--- config.mk ---
export PLATFORM = sky130hd
export DESIGN_NAME = wshb_arbiter3_flat
export DESIGN_NICKNAME = d
export VERILOG_FILES = /design/src/rtl/wshb_arbiter3_if.sv /design/src/rtl/wshb_arbiter3.sv /design/src/flat_wrapper.sv
export SDC_FILE = /design/constraint.sdc
export NUM_CORES = 1
export LEC_CHECK = 0
export BUFFER_PORTS_ARGS = -buffer_cell sky130_fd_sc_hd__clkbuf_2
export CAP_MARGIN = 20
export CORE_AREA = 2 2 172 174
export CTS_BUF_LIST = sky130_fd_sc_hd__clkbuf_2 sky130_fd_sc_hd__clkbuf_4 sky130_fd_sc_hd__clkbuf_8
export CTS_CLUSTER_DIAMETER = 60
export DETAILED_ROUTE_END_ITERATION = 12
export DIE_AREA = 0 0 174 176
export MAX_ROUTING_LAYER = met4
export PLACE_DENSITY_LB_ADDON = 0.25
export SYNTH_ARGS = -nofsm -noshare
export SYNTH_HDL_FRONTEND = slang
export SYNTH_SLANG_ARGS = --single-unit
--- constraint.sdc ---
create_clock -name sys_clk -period 11.9 [get_ports sys_clk]
set_input_delay 1.19 -clock sys_clk [delete_from_list [all_inputs] [get_ports sys_clk]]
set_output_delay 1.19 -clock sys_clk [all_outputs]
set_load 0.03 [all_outputs]
--- src/rtl/wshb_arbiter3_if.sv ---
// Wishbone B4 bus bundle shared by the three requesters and the SDRAM-side master path.
interface wshb_if #(
  parameter int DATA_BYTES = 4,
  parameter int ADR_W      = 32
);
  logic                    cyc;
  logic                    stb;
  logic                    we;
  logic [ADR_W-1:0]        adr;
  logic [DATA_BYTES*8-1:0] dat_ms;
  logic [DATA_BYTES*8-1:0] dat_sm;
  logic [DATA_BYTES-1:0]   sel;
  logic [2:0]              cti;
  logic [1:0]              bte;
  logic                    ack;
  logic                    err;
  logic                    rty;

  modport master (output cyc, stb, we, adr, dat_ms, sel, cti, bte,
                  input  dat_sm, ack, err, rty);
  modport slave  (input  cyc, stb, we, adr, dat_ms, sel, cti, bte,
                  output dat_sm, ack, err, rty);
endinterface

--- src/rtl/wshb_arbiter3.sv ---
// Three-way round-robin Wishbone arbiter (mire / stream / vga -> SDRAM) with
// ack-count based burst preemption.

module wshb_arb_resp (
  input  logic en,
  input  logic m_ack,
  input  logic m_err,
  input  logic m_rty,
  output logic ack,
  output logic err,
  output logic rty
);
  assign ack = en & m_ack;
  assign err = en & m_err;
  assign rty = en & m_rty;
endmodule

module wshb_arbiter3 #(
  parameter int MAX_BURST = 64
) (
  input  logic       sys_clk,
  input  logic       sys_rst,
  wshb_if.slave      wshb_ifs_mire,
  wshb_if.slave      wshb_ifs_stream,
  wshb_if.slave      wshb_ifs_vga,
  wshb_if.master     wshb_ifm,
  output logic [1:0] grant
);
  localparam int NUM_REQ = 3;
  localparam int CW      = (MAX_BURST < 1) ? 1 : $clog2(MAX_BURST + 1);
  localparam logic [CW-1:0] CMAX = CW'(MAX_BURST);

  localparam logic [1:0] NONE     = 2'd0;
  localparam logic [1:0] G_MIRE   = 2'd1;
  localparam logic [1:0] G_STREAM = 2'd2;
  localparam logic [1:0] G_VGA    = 2'd3;

  typedef struct packed {
    logic        cyc;
    logic        stb;
    logic        we;
    logic [31:0] adr;
    logic [31:0] dat;
    logic [3:0]  sel;
    logic [2:0]  cti;
    logic [1:0]  bte;
  } wb_req_t;

  wb_req_t [NUM_REQ-1:0] req;
  wb_req_t               fwd;
  logic [NUM_REQ-1:0]    cyc_vec;
  logic [NUM_REQ-1:0]    own_mask;
  logic [NUM_REQ-1:0]    resp_en;
  logic [NUM_REQ-1:0]    r_ack, r_err, r_rty;

  logic [1:0]    st, st_nxt;
  logic [1:0]    last;
  logic [1:0]    own;
  logic [2:0]    pick;
  logic [CW-1:0] cnt, cnt_eff;
  logic          ack_fwd;
  logic          preempt;

  assign req[0] = {wshb_ifs_mire.cyc, wshb_ifs_mire.stb, wshb_ifs_mire.we,
                   wshb_ifs_mire.adr, wshb_ifs_mire.dat_ms, wshb_ifs_mire.sel,
                   wshb_ifs_mire.cti, wshb_ifs_mire.bte};
  assign req[1] = {wshb_ifs_stream.cyc, wshb_ifs_stream.stb, wshb_ifs_stream.we,
                   wshb_ifs_stream.adr, wshb_ifs_stream.dat_ms, wshb_ifs_stream.sel,
                   wshb_ifs_stream.cti, wshb_ifs_stream.bte};
  assign req[2] = {wshb_ifs_vga.cyc, wshb_ifs_vga.stb, wshb_ifs_vga.we,
                   wshb_ifs_vga.adr, wshb_ifs_vga.dat_ms, wshb_ifs_vga.sel,
                   wshb_ifs_vga.cti, wshb_ifs_vga.bte};

  for (genvar i = 0; i < NUM_REQ; i++) begin : g_cyc
    assign cyc_vec[i] = req[i].cyc;
    assign resp_en[i] = !sys_rst && (st == 2'(i + 1));
  end

  // Search ptr+1, ptr+2, ptr+3 (mod 3); returns {found, index}, nearest wins.
  function automatic logic [2:0] rr_pick(input logic [1:0] ptr, input logic [2:0] mask);
    logic [2:0] r;
    logic [2:0] s;
    logic [1:0] idx;
    r = 3'b000;
    for (int i = 3; i >= 1; i--) begin
      s   = {1'b0, ptr} + 3'(i);
      idx = (s >= 3'd3) ? 2'(s - 3'd3) : 2'(s);
      if (mask[idx]) r = {1'b1, idx};
    end
    return r;
  endfunction

  assign own      = st - 2'd1;
  assign own_mask = (st == NONE) ? 3'b000 : (3'b001 << own);

  // Reset gates the bus immediately so nothing leaks out before the state clears.
  always_comb begin
    fwd = '0;
    if (!sys_rst && st != NONE) fwd = req[own];
  end

  assign wshb_ifm.cyc    = fwd.cyc;
  assign wshb_ifm.stb    = fwd.stb;
  assign wshb_ifm.we     = fwd.we;
  assign wshb_ifm.adr    = fwd.adr;
  assign wshb_ifm.dat_ms = fwd.dat;
  assign wshb_ifm.sel    = fwd.sel;
  assign wshb_ifm.cti    = fwd.cti;
  assign wshb_ifm.bte    = fwd.bte;

  assign ack_fwd = fwd.cyc & fwd.stb & wshb_ifm.ack;
  assign cnt_eff = (ack_fwd && cnt != CMAX) ? cnt + CW'(1) : cnt;

  // Switch only once the current beat is acked or the owner is idling stb.
  assign preempt = (MAX_BURST != 0) && (cnt_eff == CMAX) &&
                   (|(cyc_vec & ~own_mask)) && (ack_fwd || !fwd.stb);

  always_comb begin
    st_nxt = st;
    pick   = 3'b000;
    if (st == NONE) begin
      pick = rr_pick(last, cyc_vec);
      if (pick[2]) st_nxt = pick[1:0] + 2'd1;
    end else if (!cyc_vec[own] || preempt) begin
      pick   = rr_pick(own, cyc_vec & ~own_mask);
      st_nxt = pick[2] ? pick[1:0] + 2'd1 : NONE;
    end
  end

  always_ff @(posedge sys_clk) begin
    if (sys_rst) begin
      st   <= NONE;
      last <= 2'd2;
      cnt  <= '0;
    end else begin
      st <= st_nxt;
      if (st_nxt != st) cnt <= '0;
      else if (st != NONE) cnt <= cnt_eff;
      if (st_nxt != NONE && st_nxt != st) last <= st_nxt - 2'd1;
    end
  end

  assign grant = st;

  wshb_arb_resp u_resp [NUM_REQ-1:0] (
    .en    (resp_en),
    .m_ack (wshb_ifm.ack),
    .m_err (wshb_ifm.err),
    .m_rty (wshb_ifm.rty),
    .ack   (r_ack),
    .err   (r_err),
    .rty   (r_rty)
  );

  assign wshb_ifs_mire.ack   = r_ack[0];
  assign wshb_ifs_mire.err   = r_err[0];
  assign wshb_ifs_mire.rty   = r_rty[0];
  assign wshb_ifs_stream.ack = r_ack[1];
  assign wshb_ifs_stream.err = r_err[1];
  assign wshb_ifs_stream.rty = r_rty[1];
  assign wshb_ifs_vga.ack    = r_ack[2];
  assign wshb_ifs_vga.err    = r_err[2];
  assign wshb_ifs_vga.rty    = r_rty[2];

  assign wshb_ifs_mire.dat_sm   = wshb_ifm.dat_sm;
  assign wshb_ifs_stream.dat_sm = wshb_ifm.dat_sm;
  assign wshb_ifs_vga.dat_sm    = wshb_ifm.dat_sm;

  // grant_unused guard: G_* names document the state encoding used by grant.
  logic unused_ok;
  assign unused_ok = (G_MIRE != G_STREAM) && (G_VGA != NONE);
endmodule

--- src/flat_wrapper.sv ---
// flat-port wrapper written by rule: the top's interface ports become plain ports
module wshb_arbiter3_flat 
#(
  parameter int MAX_BURST = 64
)
  (sys_clk, sys_rst, grant, wshb_ifs_mire_cyc, wshb_ifs_mire_stb, wshb_ifs_mire_we, wshb_ifs_mire_adr, wshb_ifs_mire_dat_ms, wshb_ifs_mire_sel, wshb_ifs_mire_cti, wshb_ifs_mire_bte, wshb_ifs_mire_dat_sm, wshb_ifs_mire_ack, wshb_ifs_mire_err, wshb_ifs_mire_rty, wshb_ifs_stream_cyc, wshb_ifs_stream_stb, wshb_ifs_stream_we, wshb_ifs_stream_adr, wshb_ifs_stream_dat_ms, wshb_ifs_stream_sel, wshb_ifs_stream_cti, wshb_ifs_stream_bte, wshb_ifs_stream_dat_sm, wshb_ifs_stream_ack, wshb_ifs_stream_err, wshb_ifs_stream_rty, wshb_ifs_vga_cyc, wshb_ifs_vga_stb, wshb_ifs_vga_we, wshb_ifs_vga_adr, wshb_ifs_vga_dat_ms, wshb_ifs_vga_sel, wshb_ifs_vga_cti, wshb_ifs_vga_bte, wshb_ifs_vga_dat_sm, wshb_ifs_vga_ack, wshb_ifs_vga_err, wshb_ifs_vga_rty, wshb_ifm_cyc, wshb_ifm_stb, wshb_ifm_we, wshb_ifm_adr, wshb_ifm_dat_ms, wshb_ifm_sel, wshb_ifm_cti, wshb_ifm_bte, wshb_ifm_dat_sm, wshb_ifm_ack, wshb_ifm_err, wshb_ifm_rty);
  wshb_if wshb_ifs_mire_i ();
  wshb_if wshb_ifs_stream_i ();
  wshb_if wshb_ifs_vga_i ();
  wshb_if wshb_ifm_i ();
  input  logic sys_clk;
  input  logic sys_rst;
  output logic [1:0] grant;
  input wire logic [$bits(wshb_ifs_mire_i.cyc)-1:0] wshb_ifs_mire_cyc;
  input wire logic [$bits(wshb_ifs_mire_i.stb)-1:0] wshb_ifs_mire_stb;
  input wire logic [$bits(wshb_ifs_mire_i.we)-1:0] wshb_ifs_mire_we;
  input wire logic [$bits(wshb_ifs_mire_i.adr)-1:0] wshb_ifs_mire_adr;
  input wire logic [$bits(wshb_ifs_mire_i.dat_ms)-1:0] wshb_ifs_mire_dat_ms;
  input wire logic [$bits(wshb_ifs_mire_i.sel)-1:0] wshb_ifs_mire_sel;
  input wire logic [$bits(wshb_ifs_mire_i.cti)-1:0] wshb_ifs_mire_cti;
  input wire logic [$bits(wshb_ifs_mire_i.bte)-1:0] wshb_ifs_mire_bte;
  output wire logic [$bits(wshb_ifs_mire_i.dat_sm)-1:0] wshb_ifs_mire_dat_sm;
  output wire logic [$bits(wshb_ifs_mire_i.ack)-1:0] wshb_ifs_mire_ack;
  output wire logic [$bits(wshb_ifs_mire_i.err)-1:0] wshb_ifs_mire_err;
  output wire logic [$bits(wshb_ifs_mire_i.rty)-1:0] wshb_ifs_mire_rty;
  input wire logic [$bits(wshb_ifs_stream_i.cyc)-1:0] wshb_ifs_stream_cyc;
  input wire logic [$bits(wshb_ifs_stream_i.stb)-1:0] wshb_ifs_stream_stb;
  input wire logic [$bits(wshb_ifs_stream_i.we)-1:0] wshb_ifs_stream_we;
  input wire logic [$bits(wshb_ifs_stream_i.adr)-1:0] wshb_ifs_stream_adr;
  input wire logic [$bits(wshb_ifs_stream_i.dat_ms)-1:0] wshb_ifs_stream_dat_ms;
  input wire logic [$bits(wshb_ifs_stream_i.sel)-1:0] wshb_ifs_stream_sel;
  input wire logic [$bits(wshb_ifs_stream_i.cti)-1:0] wshb_ifs_stream_cti;
  input wire logic [$bits(wshb_ifs_stream_i.bte)-1:0] wshb_ifs_stream_bte;
  output wire logic [$bits(wshb_ifs_stream_i.dat_sm)-1:0] wshb_ifs_stream_dat_sm;
  output wire logic [$bits(wshb_ifs_stream_i.ack)-1:0] wshb_ifs_stream_ack;
  output wire logic [$bits(wshb_ifs_stream_i.err)-1:0] wshb_ifs_stream_err;
  output wire logic [$bits(wshb_ifs_stream_i.rty)-1:0] wshb_ifs_stream_rty;
  input wire logic [$bits(wshb_ifs_vga_i.cyc)-1:0] wshb_ifs_vga_cyc;
  input wire logic [$bits(wshb_ifs_vga_i.stb)-1:0] wshb_ifs_vga_stb;
  input wire logic [$bits(wshb_ifs_vga_i.we)-1:0] wshb_ifs_vga_we;
  input wire logic [$bits(wshb_ifs_vga_i.adr)-1:0] wshb_ifs_vga_adr;
  input wire logic [$bits(wshb_ifs_vga_i.dat_ms)-1:0] wshb_ifs_vga_dat_ms;
  input wire logic [$bits(wshb_ifs_vga_i.sel)-1:0] wshb_ifs_vga_sel;
  input wire logic [$bits(wshb_ifs_vga_i.cti)-1:0] wshb_ifs_vga_cti;
  input wire logic [$bits(wshb_ifs_vga_i.bte)-1:0] wshb_ifs_vga_bte;
  output wire logic [$bits(wshb_ifs_vga_i.dat_sm)-1:0] wshb_ifs_vga_dat_sm;
  output wire logic [$bits(wshb_ifs_vga_i.ack)-1:0] wshb_ifs_vga_ack;
  output wire logic [$bits(wshb_ifs_vga_i.err)-1:0] wshb_ifs_vga_err;
  output wire logic [$bits(wshb_ifs_vga_i.rty)-1:0] wshb_ifs_vga_rty;
  output wire logic [$bits(wshb_ifm_i.cyc)-1:0] wshb_ifm_cyc;
  output wire logic [$bits(wshb_ifm_i.stb)-1:0] wshb_ifm_stb;
  output wire logic [$bits(wshb_ifm_i.we)-1:0] wshb_ifm_we;
  output wire logic [$bits(wshb_ifm_i.adr)-1:0] wshb_ifm_adr;
  output wire logic [$bits(wshb_ifm_i.dat_ms)-1:0] wshb_ifm_dat_ms;
  output wire logic [$bits(wshb_ifm_i.sel)-1:0] wshb_ifm_sel;
  output wire logic [$bits(wshb_ifm_i.cti)-1:0] wshb_ifm_cti;
  output wire logic [$bits(wshb_ifm_i.bte)-1:0] wshb_ifm_bte;
  input wire logic [$bits(wshb_ifm_i.dat_sm)-1:0] wshb_ifm_dat_sm;
  input wire logic [$bits(wshb_ifm_i.ack)-1:0] wshb_ifm_ack;
  input wire logic [$bits(wshb_ifm_i.err)-1:0] wshb_ifm_err;
  input wire logic [$bits(wshb_ifm_i.rty)-1:0] wshb_ifm_rty;
  assign wshb_ifs_mire_i.cyc = wshb_ifs_mire_cyc;
  assign wshb_ifs_mire_i.stb = wshb_ifs_mire_stb;
  assign wshb_ifs_mire_i.we = wshb_ifs_mire_we;
  assign wshb_ifs_mire_i.adr = wshb_ifs_mire_adr;
  assign wshb_ifs_mire_i.dat_ms = wshb_ifs_mire_dat_ms;
  assign wshb_ifs_mire_i.sel = wshb_ifs_mire_sel;
  assign wshb_ifs_mire_i.cti = wshb_ifs_mire_cti;
  assign wshb_ifs_mire_i.bte = wshb_ifs_mire_bte;
  assign wshb_ifs_mire_dat_sm = wshb_ifs_mire_i.dat_sm;
  assign wshb_ifs_mire_ack = wshb_ifs_mire_i.ack;
  assign wshb_ifs_mire_err = wshb_ifs_mire_i.err;
  assign wshb_ifs_mire_rty = wshb_ifs_mire_i.rty;
  assign wshb_ifs_stream_i.cyc = wshb_ifs_stream_cyc;
  assign wshb_ifs_stream_i.stb = wshb_ifs_stream_stb;
  assign wshb_ifs_stream_i.we = wshb_ifs_stream_we;
  assign wshb_ifs_stream_i.adr = wshb_ifs_stream_adr;
  assign wshb_ifs_stream_i.dat_ms = wshb_ifs_stream_dat_ms;
  assign wshb_ifs_stream_i.sel = wshb_ifs_stream_sel;
  assign wshb_ifs_stream_i.cti = wshb_ifs_stream_cti;
  assign wshb_ifs_stream_i.bte = wshb_ifs_stream_bte;
  assign wshb_ifs_stream_dat_sm = wshb_ifs_stream_i.dat_sm;
  assign wshb_ifs_stream_ack = wshb_ifs_stream_i.ack;
  assign wshb_ifs_stream_err = wshb_ifs_stream_i.err;
  assign wshb_ifs_stream_rty = wshb_ifs_stream_i.rty;
  assign wshb_ifs_vga_i.cyc = wshb_ifs_vga_cyc;
  assign wshb_ifs_vga_i.stb = wshb_ifs_vga_stb;
  assign wshb_ifs_vga_i.we = wshb_ifs_vga_we;
  assign wshb_ifs_vga_i.adr = wshb_ifs_vga_adr;
  assign wshb_ifs_vga_i.dat_ms = wshb_ifs_vga_dat_ms;
  assign wshb_ifs_vga_i.sel = wshb_ifs_vga_sel;
  assign wshb_ifs_vga_i.cti = wshb_ifs_vga_cti;
  assign wshb_ifs_vga_i.bte = wshb_ifs_vga_bte;
  assign wshb_ifs_vga_dat_sm = wshb_ifs_vga_i.dat_sm;
  assign wshb_ifs_vga_ack = wshb_ifs_vga_i.ack;
  assign wshb_ifs_vga_err = wshb_ifs_vga_i.err;
  assign wshb_ifs_vga_rty = wshb_ifs_vga_i.rty;
  assign wshb_ifm_cyc = wshb_ifm_i.cyc;
  assign wshb_ifm_stb = wshb_ifm_i.stb;
  assign wshb_ifm_we = wshb_ifm_i.we;
  assign wshb_ifm_adr = wshb_ifm_i.adr;
  assign wshb_ifm_dat_ms = wshb_ifm_i.dat_ms;
  assign wshb_ifm_sel = wshb_ifm_i.sel;
  assign wshb_ifm_cti = wshb_ifm_i.cti;
  assign wshb_ifm_bte = wshb_ifm_i.bte;
  assign wshb_ifm_i.dat_sm = wshb_ifm_dat_sm;
  assign wshb_ifm_i.ack = wshb_ifm_ack;
  assign wshb_ifm_i.err = wshb_ifm_err;
  assign wshb_ifm_i.rty = wshb_ifm_rty;
  wshb_arbiter3 #(.MAX_BURST(MAX_BURST)) u_core (.sys_clk(sys_clk), .sys_rst(sys_rst), .wshb_ifs_mire(wshb_ifs_mire_i), .wshb_ifs_stream(wshb_ifs_stream_i), .wshb_ifs_vga(wshb_ifs_vga_i), .wshb_ifm(wshb_ifm_i), .grant(grant));
endmodule
==> flow_summary_export.csv, run 1 <==
group,metric,value,unit
power,clockPowerShare,0.036,
clock_network,cts.sinks,11,
final_layout,syn_to_final_growth,32.6,%
power,leakage,2.67,nW
job,drv_cap,0,
clock_network,ctsHoldBuffers,0,
place,hpwl,15000,um
floorplanning,rows,62,
grt,grt_start_max_net_pins,78,
clock_network,cts_buffers,3,
synth,synth_edf_count,0,
timing,fin_crit,5.21,ns
routing,firstDrtPassIters,4,
power,vdd_drop_max,121,uV
critical_path,critPathSlowestCell,"ha_4",
grt,grt_util_all_layers,0.112,
timing,grt_setup_unrepaired,"no",
synth,yosysWarnings,0,
synth,yosysSeqAreaShare,0.0555,
clock_network,clock_latency,0.23,ns
critical_path,path_max_fanout,47,
grt,grt_pass1_vias,4601,
critical_path,crit_cells,8,
critical_path,cpMostUsedCell,"buf_4",
final_layout,layout-drive-gt1-share,0.421,
synth,synth_area_per_cell,6.41,um2
routing,antenna_left,0,
grt,grt_overflow_total,0,
synth,synth_top_area_frac,0.204,
synth,synth_common_cells,"170 x nor2_1, 97 x buf_4, 81 x a21oi_1, 81 x mux2i_1, 29 x clkbuf_1",
power,combPwrFrac,0.917,
synth,syn_inst,619,
floorplanning,dieArea,30600,um2
grt,grt_pass1_wl,26600,um
floorplanning,core,28500,um2
final_layout,multi_input_area,2830,um2
final_layout,nNetsFinal,1087,
timing,hold_violations,0,
clock_network,tritoncts,"done",
power,seq_power_share,0.047,
synth,ys.flop_type,"dfxtp_1",
critical_path,reg2regPathDepth,14,
synth,ys_ff_latch,11,
power,power,1.09,mW
critical_path,slowest_delay,0.85,ns
routing,wirelength,18100,um
final_layout,num_antenna_cells,0,
power,switching_share,0.598,
synth,synth.distinct_cells,54,
critical_path,startpoint_type,"register",
clock_network,cts_setup_buffers,0,
place,io_buffers,319,
clock_network,clock_path_buffers,2,
hold_path,hp-class,"register to register",
run_status,status,"finished clean",
power,p_int,440,uW
timing,skew,0.000913,ns
final_layout,regArea,220,um2
synth,syn_nets,897,
clock_network,cts_resized,0,
timing,fin_crit_sh,0.438,
place,place_congestion,0.778,
routing,vias,4790,
timing,worstMarginPinSlew,0.971,ns
synth,ys_top_cells_by_area,"mux2i_1 20%, buf_4 18%, nor2_1 16%",
critical_path,cp.required,10.71,ns
routing,wl_per_cell,15.2,um
synth,synth-async-reset-ratio,0,
routing,viasPerCell,4.02,
critical_path,cp_top_family,"buffers and inverters",
clock_network,clkTransAtPathRegs,0.05,ns
clock_network,cts_root_buf,"clkbuf_8",
critical_path,critical_path_class,"register to output port",
hold_path,hold_depth,2,
timing,finalMaxSlewViolations,0,
grt,antenna_found_initial,0,
routing,first_iter_violations,216,
floorplanning,die_h,176,um
timing,clock.fmax,0.192,GHz
power,p_switching,654,uW
critical_path,critPathBufInv,4,
synth,syn_area,3970,um2
clock_network,htreeDepth,1,
critical_path,endpoint_kind,"output port",
timing,final-setup-viol-count,0,
critical_path,crit_arrival,4.02,ns
final_layout,n_fill_cell,3380,
synth,synth_most_common_cell,"nor2_1",
floorplanning,start_util,0.139,
routing,drc_errors,0,
timing,fin_setup_tns,0,ns
critical_path,path_cells,"buf_4, inv_2, ha_4, nor2b_4, buf_4, a21oi_1, nor2_1, clkbuf_2",
floorplanning,fp.dieW,174,um
timing,timing.slew.headroom,0.353,
floorplanning,io_pins,448,
synth,yosysTopAreaCell,"mux2i_1",
power,p_per_area,208,nW/um2
-- routing by layer --
metal,share of wire,track usage,wire (um)
met1,0.43,0.142,7740
met2,0.49,0.191,8880
met3,0.075,0.0202,1350
met4,0.0081,0.0144,146
met5,0,-,0
-- cell usage in the layout, fill, tap and decap left out, types with 4 or more instances in the layout --
master / n
a21oi_1: 81
nor2b_1: 6
nand2_1: 9
nor2_1: 170
nand2b_1: 6
inv_1: 13
and2_1: 9
o21ai_1: 4
nand3_1: 4
and3_1: 5
o21ai_0: 6
clkbuf_2: 319
buf_4: 4
mux2i_1: 81
ha_1: 12
nand4_1: 7
dfxtp_1: 11
xnor2_1: 4
-- sequential cells by signal (all words and copies together) (netlist names) --
name,flops
u_core.last,2
u_core.cnt,7
u_core.grant,2
-- worst register-to-register path, cell delays in order (launching register included) --
cell and delay (ns):
dfxtp_1 0.30, buf_4 0.30, inv_2 0.39, ha_4 0.86, mux2i_1 0.30, a211oi_4 0.47
nand3_1 0.14, mux2_2 0.31, a41oi_2 0.32, mux2_2 0.37, o21ai_1 0.18, ha_1 0.22
inv_1 0.06, a21oi_1 0.12, a311oi_1 0.06
-- cell families after synthesis --
| group | after synthesis | synth area share |
|---|---|---|
| xor gates and xnor gates | 7 | 0.0155 |
| AOI/OAI and AO/OA | 127 | 0.198 |
| buffers and inverters | 152 | 0.237 |
| DFF | 11 | 0.0555 |
| muxes | 84 | 0.213 |
| and+or+nand+nor | 225 | 0.241 |
| adders and majority gates | 13 | 0.0410 |
-- layout make-up --
class,instances,share of cell area
Clock buffer,4,0.00928
Inverter,14,0.00999
Multi-Input combinational cell,456,0.538
Sequential cell,11,0.0419
Tap cell,384,0.0913
Timing Repair Buffer,323,0.309
-- power groups by stage --
stage	Sequential [mW]	Combinational [mW]	Clock (mW)
after floorplan	0.0566	0.820	0
after global placement	0.0527	1.01	0
after detailed placement	0.0519	1.01	0
after CTS	0.0514	1.02	0.0407
after global routing	0.0524	1.11	0.0427
final	0.0513	1.00	0.0397
-- through the flow --
stage                     instances  utilization  setup slack (ns)  instance area [um2]  hold slack [ns]
after floorplan                 619            -              7.25                 3970            0.482
after global placement         1188        0.183              6.93                 5210            0.520
after detailed placement       1188        0.183              6.87                 5210            0.538
after CTS                      1192        0.184              6.57                 5260            0.554
after global routing           1192        0.184              6.38                 5260            0.587
final                          1192        0.184              6.69                 5260            0.542
-- path summary, 6_finish.rpt --
kind | from | to | slack, ns
worst max-delay path | u_core.grant[0] | wshb_ifm_adr[24] | 6.69
worst min-delay path | u_core.last[1] | u_core.last[1] | 0.54
worst max register to register | u_core.grant[0] | u_core.last[0] | 7.36
worst min register to register | u_core.last[1] | u_core.last[1] | 0.54
Power figures use the tool's default switching activity.
==> inputs of run 2 (changes only) <==
--- a/config.mk
+++ b/config.mk
@@ -5,6 +5,7 @@
 export SDC_FILE = /design/constraint.sdc
 export NUM_CORES = 1
 export LEC_CHECK = 0
+export ABC_AREA = 1
 export BUFFER_PORTS_ARGS = -buffer_cell sky130_fd_sc_hd__clkbuf_2
 export CAP_MARGIN = 20
 export CORE_AREA = 2 2 172 174
==> constraint.sdc (replaced) <==
create_clock -name sys_clk -period 5.1 [get_ports sys_clk]
set_input_delay 0.51 -clock sys_clk [delete_from_list [all_inputs] [get_ports sys_clk]]
set_output_delay 0.51 -clock sys_clk [all_outputs]
set_load 0.03 [all_outputs]
==> flow_summary_export.csv, run 2 <==
group,metric,value,unit
power,p_switching,1.74,mW
clock_network,cts_setup_buffers,0,
synth,ys_ff_latch,11,
timing,clock.fmax,0.245,GHz
power,combPwrFrac,0.914,
clock_network,clkTransAtPathRegs,0.05,ns
timing,fin_crit,4.08,ns
floorplanning,io_pins,448,
timing,grt_setup_unrepaired,"no",
floorplanning,rows,62,
critical_path,cp.required,4.59,ns
floorplanning,start_util,0.136,
final_layout,n_fill_cell,3492,
timing,timing.slew.headroom,0.428,
power,p_int,916,uW
clock_network,clock_latency,0.24,ns
final_layout,syn_to_final_growth,34.5,%
run_status,status,"finished clean",
timing,setup_slack,1.02,ns
critical_path,regToRegSetupSlack,1.46,ns
clock_network,cts_resized,0,
routing,first_iter_violations,238,
critical_path,r2r_start,"u_core.grant[0]",
critical_path,reg2regPathDepth,19,
timing,finalMaxSlewViolations,0,
floorplanning,die_h,176,um
final_layout,final_area,5210,um2
synth,yosysSeqAreaShare,0.0568,
synth,synth_top_area_frac,0.270,
clock_network,clock_path_buffers,2,
synth,yosysWarnings,0,
place,dpl_worst_slack,1.20,ns
critical_path,endpoint_kind,"output port",
power,clockPowerShare,0.035,
power,power,2.65,mW
critical_path,r2r-end,"u_core.last[1]",
critical_path,startpoint,"u_core.grant[0]",
timing,skew,0.00276,ns
synth,ys_top_cells_by_area,"nand2_1 27%, buf_4 19%, a22oi_1 13%",
power,seq_power_share,0.051,
hold_path,hp-class,"register to register",
synth,syn_inst,726,
clock_network,cts_root_buf,"clkbuf_8",
critical_path,startpoint_type,"register",
routing,wl_per_cell,14.4,um
routing,antenna_left,0,
synth,ys.flop_type,"dfxtp_1",
critical_path,slowest_delay,0.69,ns
final_layout,largest_reg_flops,7,
synth,synth_most_common_cell,"nand2_1",
place,dpl_cell_area,5160,um2
grt,grt_pass1_wl,27700,um
final_layout,final_common_cell,"clkbuf_2",
clock_network,tritoncts,"done",
place,place_congestion,0.819,
floorplanning,dieArea,30600,um2
routing,vias,4942,
critical_path,cpMostUsedCell,"nand2_1",
synth,synth_area_per_cell,5.34,um2
critical_path,path_cells,"clkinv_2, ha_1, nand2_1, inv_2, buf_4, a22oi_1, nand2_1, nand2_1, inv_1, clkbuf_2",
final_layout,top_register,"u_core.cnt",
critical_path,path_max_fanout,40,
clock_network,htreeDepth,1,
synth,synth.distinct_cells,32,
grt,grt_pass1_vias,4828,
timing,final-setup-viol-count,0,
final_layout,final_cell_mix,"319 x clkbuf_2, 279 x nand2_1, 109 x inv_1, 65 x a22oi_1, 31 x nand3_1",
critical_path,critical_path_class,"register to output port",
grt,grt_start_max_net_pins,76,
grt,grt_overflow_total,0,
critical_path,crit_end,"wshb_ifm_dat_ms[9]",
power,vdd_drop_max,267,uV
clock_network,ctsHoldBuffers,0,
routing,viasPerCell,3.77,
place,hpwl,15800,um
routing,wirelength,18900,um
clock_network,cts.sinks,11,
critical_path,crit_arrival,3.57,ns
synth,syn_nets,1004,
grt,antenna_found_initial,2,
routing,firstDrtPassIters,4,
power,p_per_area,509,nW/um2
routing,drc_errors,0,
power,switching_share,0.655,
timing,fin_setup_tns,0,ns
synth,synth_edf_count,0,
timing,worstMarginPinSlew,0.857,ns
floorplanning,fp.dieW,174,um
place,io_buffers,319,
floorplanning,core,28500,um2
job,drv_cap,0,
synth,yosysTopAreaCell,"nand2_1",
synth,synth-async-reset-ratio,0,
clock_network,cts_buffers,3,
critical_path,critPathSlowestCell,"dfxtp_1",
grt,grt_util_all_layers,0.118,
synth,syn_area,3870,um2
timing,fin_crit_sh,0.801,
final_layout,nNetsFinal,1204,
synth,synth_common_cells,"279 x nand2_1, 112 x inv_1, 96 x buf_4, 65 x a22oi_1, 31 x nand3_1",
power,leakage,3.51,nW
timing,hold_violations,0,
final_layout,layout-drive-gt1-share,0.381,
[run 2: power groups by stage]
| stage | Combinational, mW | Clock [mW] | Sequential, mW |
|---|---|---|---|
| final | 2.42 | 0.0937 | 0.136 |
| after global routing | 2.75 | 0.102 | 0.139 |
| after floorplan | 1.90 | 0 | 0.134 |
| after CTS | 2.47 | 0.0955 | 0.136 |
| after detailed placement | 2.46 | 0 | 0.138 |
| after global placement | 2.48 | 0 | 0.136 |
[run 2: final cells by class]
cell class / instances / area, um2 / area share
multi-input combinational: 472 / 2380 / 0.457
antenna: 1 / 2.50 / 0.000480
inverter: 113 / 425 / 0.0816
timing repair buffer: 325 / 1650 / 0.317
tap: 384 / 480 / 0.0922
clock buffer: 4 / 48.8 / 0.00936
sequential: 11 / 220 / 0.0423
[run 2: kinds of logic (layout without fill, tap and decap cells)]
group	count (synthesis)	count (layout)	synth area share
AND/OR/NAND/NOR	364	364	0.394
flip-flops	11	11	0.0568
other	0	1	0
XOR/XNOR	4	4	0.00905
AO/OA/AOI/OAI	91	91	0.167
buffers and inverters	243	442	0.331
adder cells (fa/ha/maj)	13	13	0.0420
[run 2: per-layer routing]
metal	global-route usage	part of all wire
met5	-	0
met4	0.00875	0.0055
met3	0.0205	0.078
met2	0.206	0.50
met1	0.148	0.42
[run 2: metrics by stage]
step | utilization | cells | hold WS [ns]
2_1_floorplan | - | 726 | 0.453
3_3_place_gp | 0.181 | 1305 | 0.500
3_5_place_dp | 0.181 | 1305 | 0.506
4_1_cts | 0.182 | 1309 | 0.521
5_1_grt | 0.182 | 1309 | 0.537
6_report | 0.183 | 1310 | 0.516
[run 2: critical path: cells and delay by family, from the launching register on]
family | cells | cell delay [ns]
buf+inv | 5 | 1.53
flops | 1 | 0.69
fa+ha+maj | 1 | 0.48
simple gates | 3 | 0.44
compound gates | 1 | 0.11
[run 2: worst min-delay path by stage]
| stage | start | to | slack [ns] | depth (start not counted) |
|---|---|---|---|---|
| finish | u_core.last[1] | u_core.last[1] | 0.52 | 2 |
| global route | sys_rst | u_core.grant[1] | 0.54 | 2 |
| CTS | u_core.last[1] | u_core.last[1] | 0.52 | 2 |
| detailed placement | u_core.last[1] | u_core.last[1] | 0.51 | 2 |
| global placement | u_core.last[1] | u_core.last[1] | 0.50 | 2 |
| floorplan | u_core.last[1] | u_core.last[1] | 0.45 | 2 |
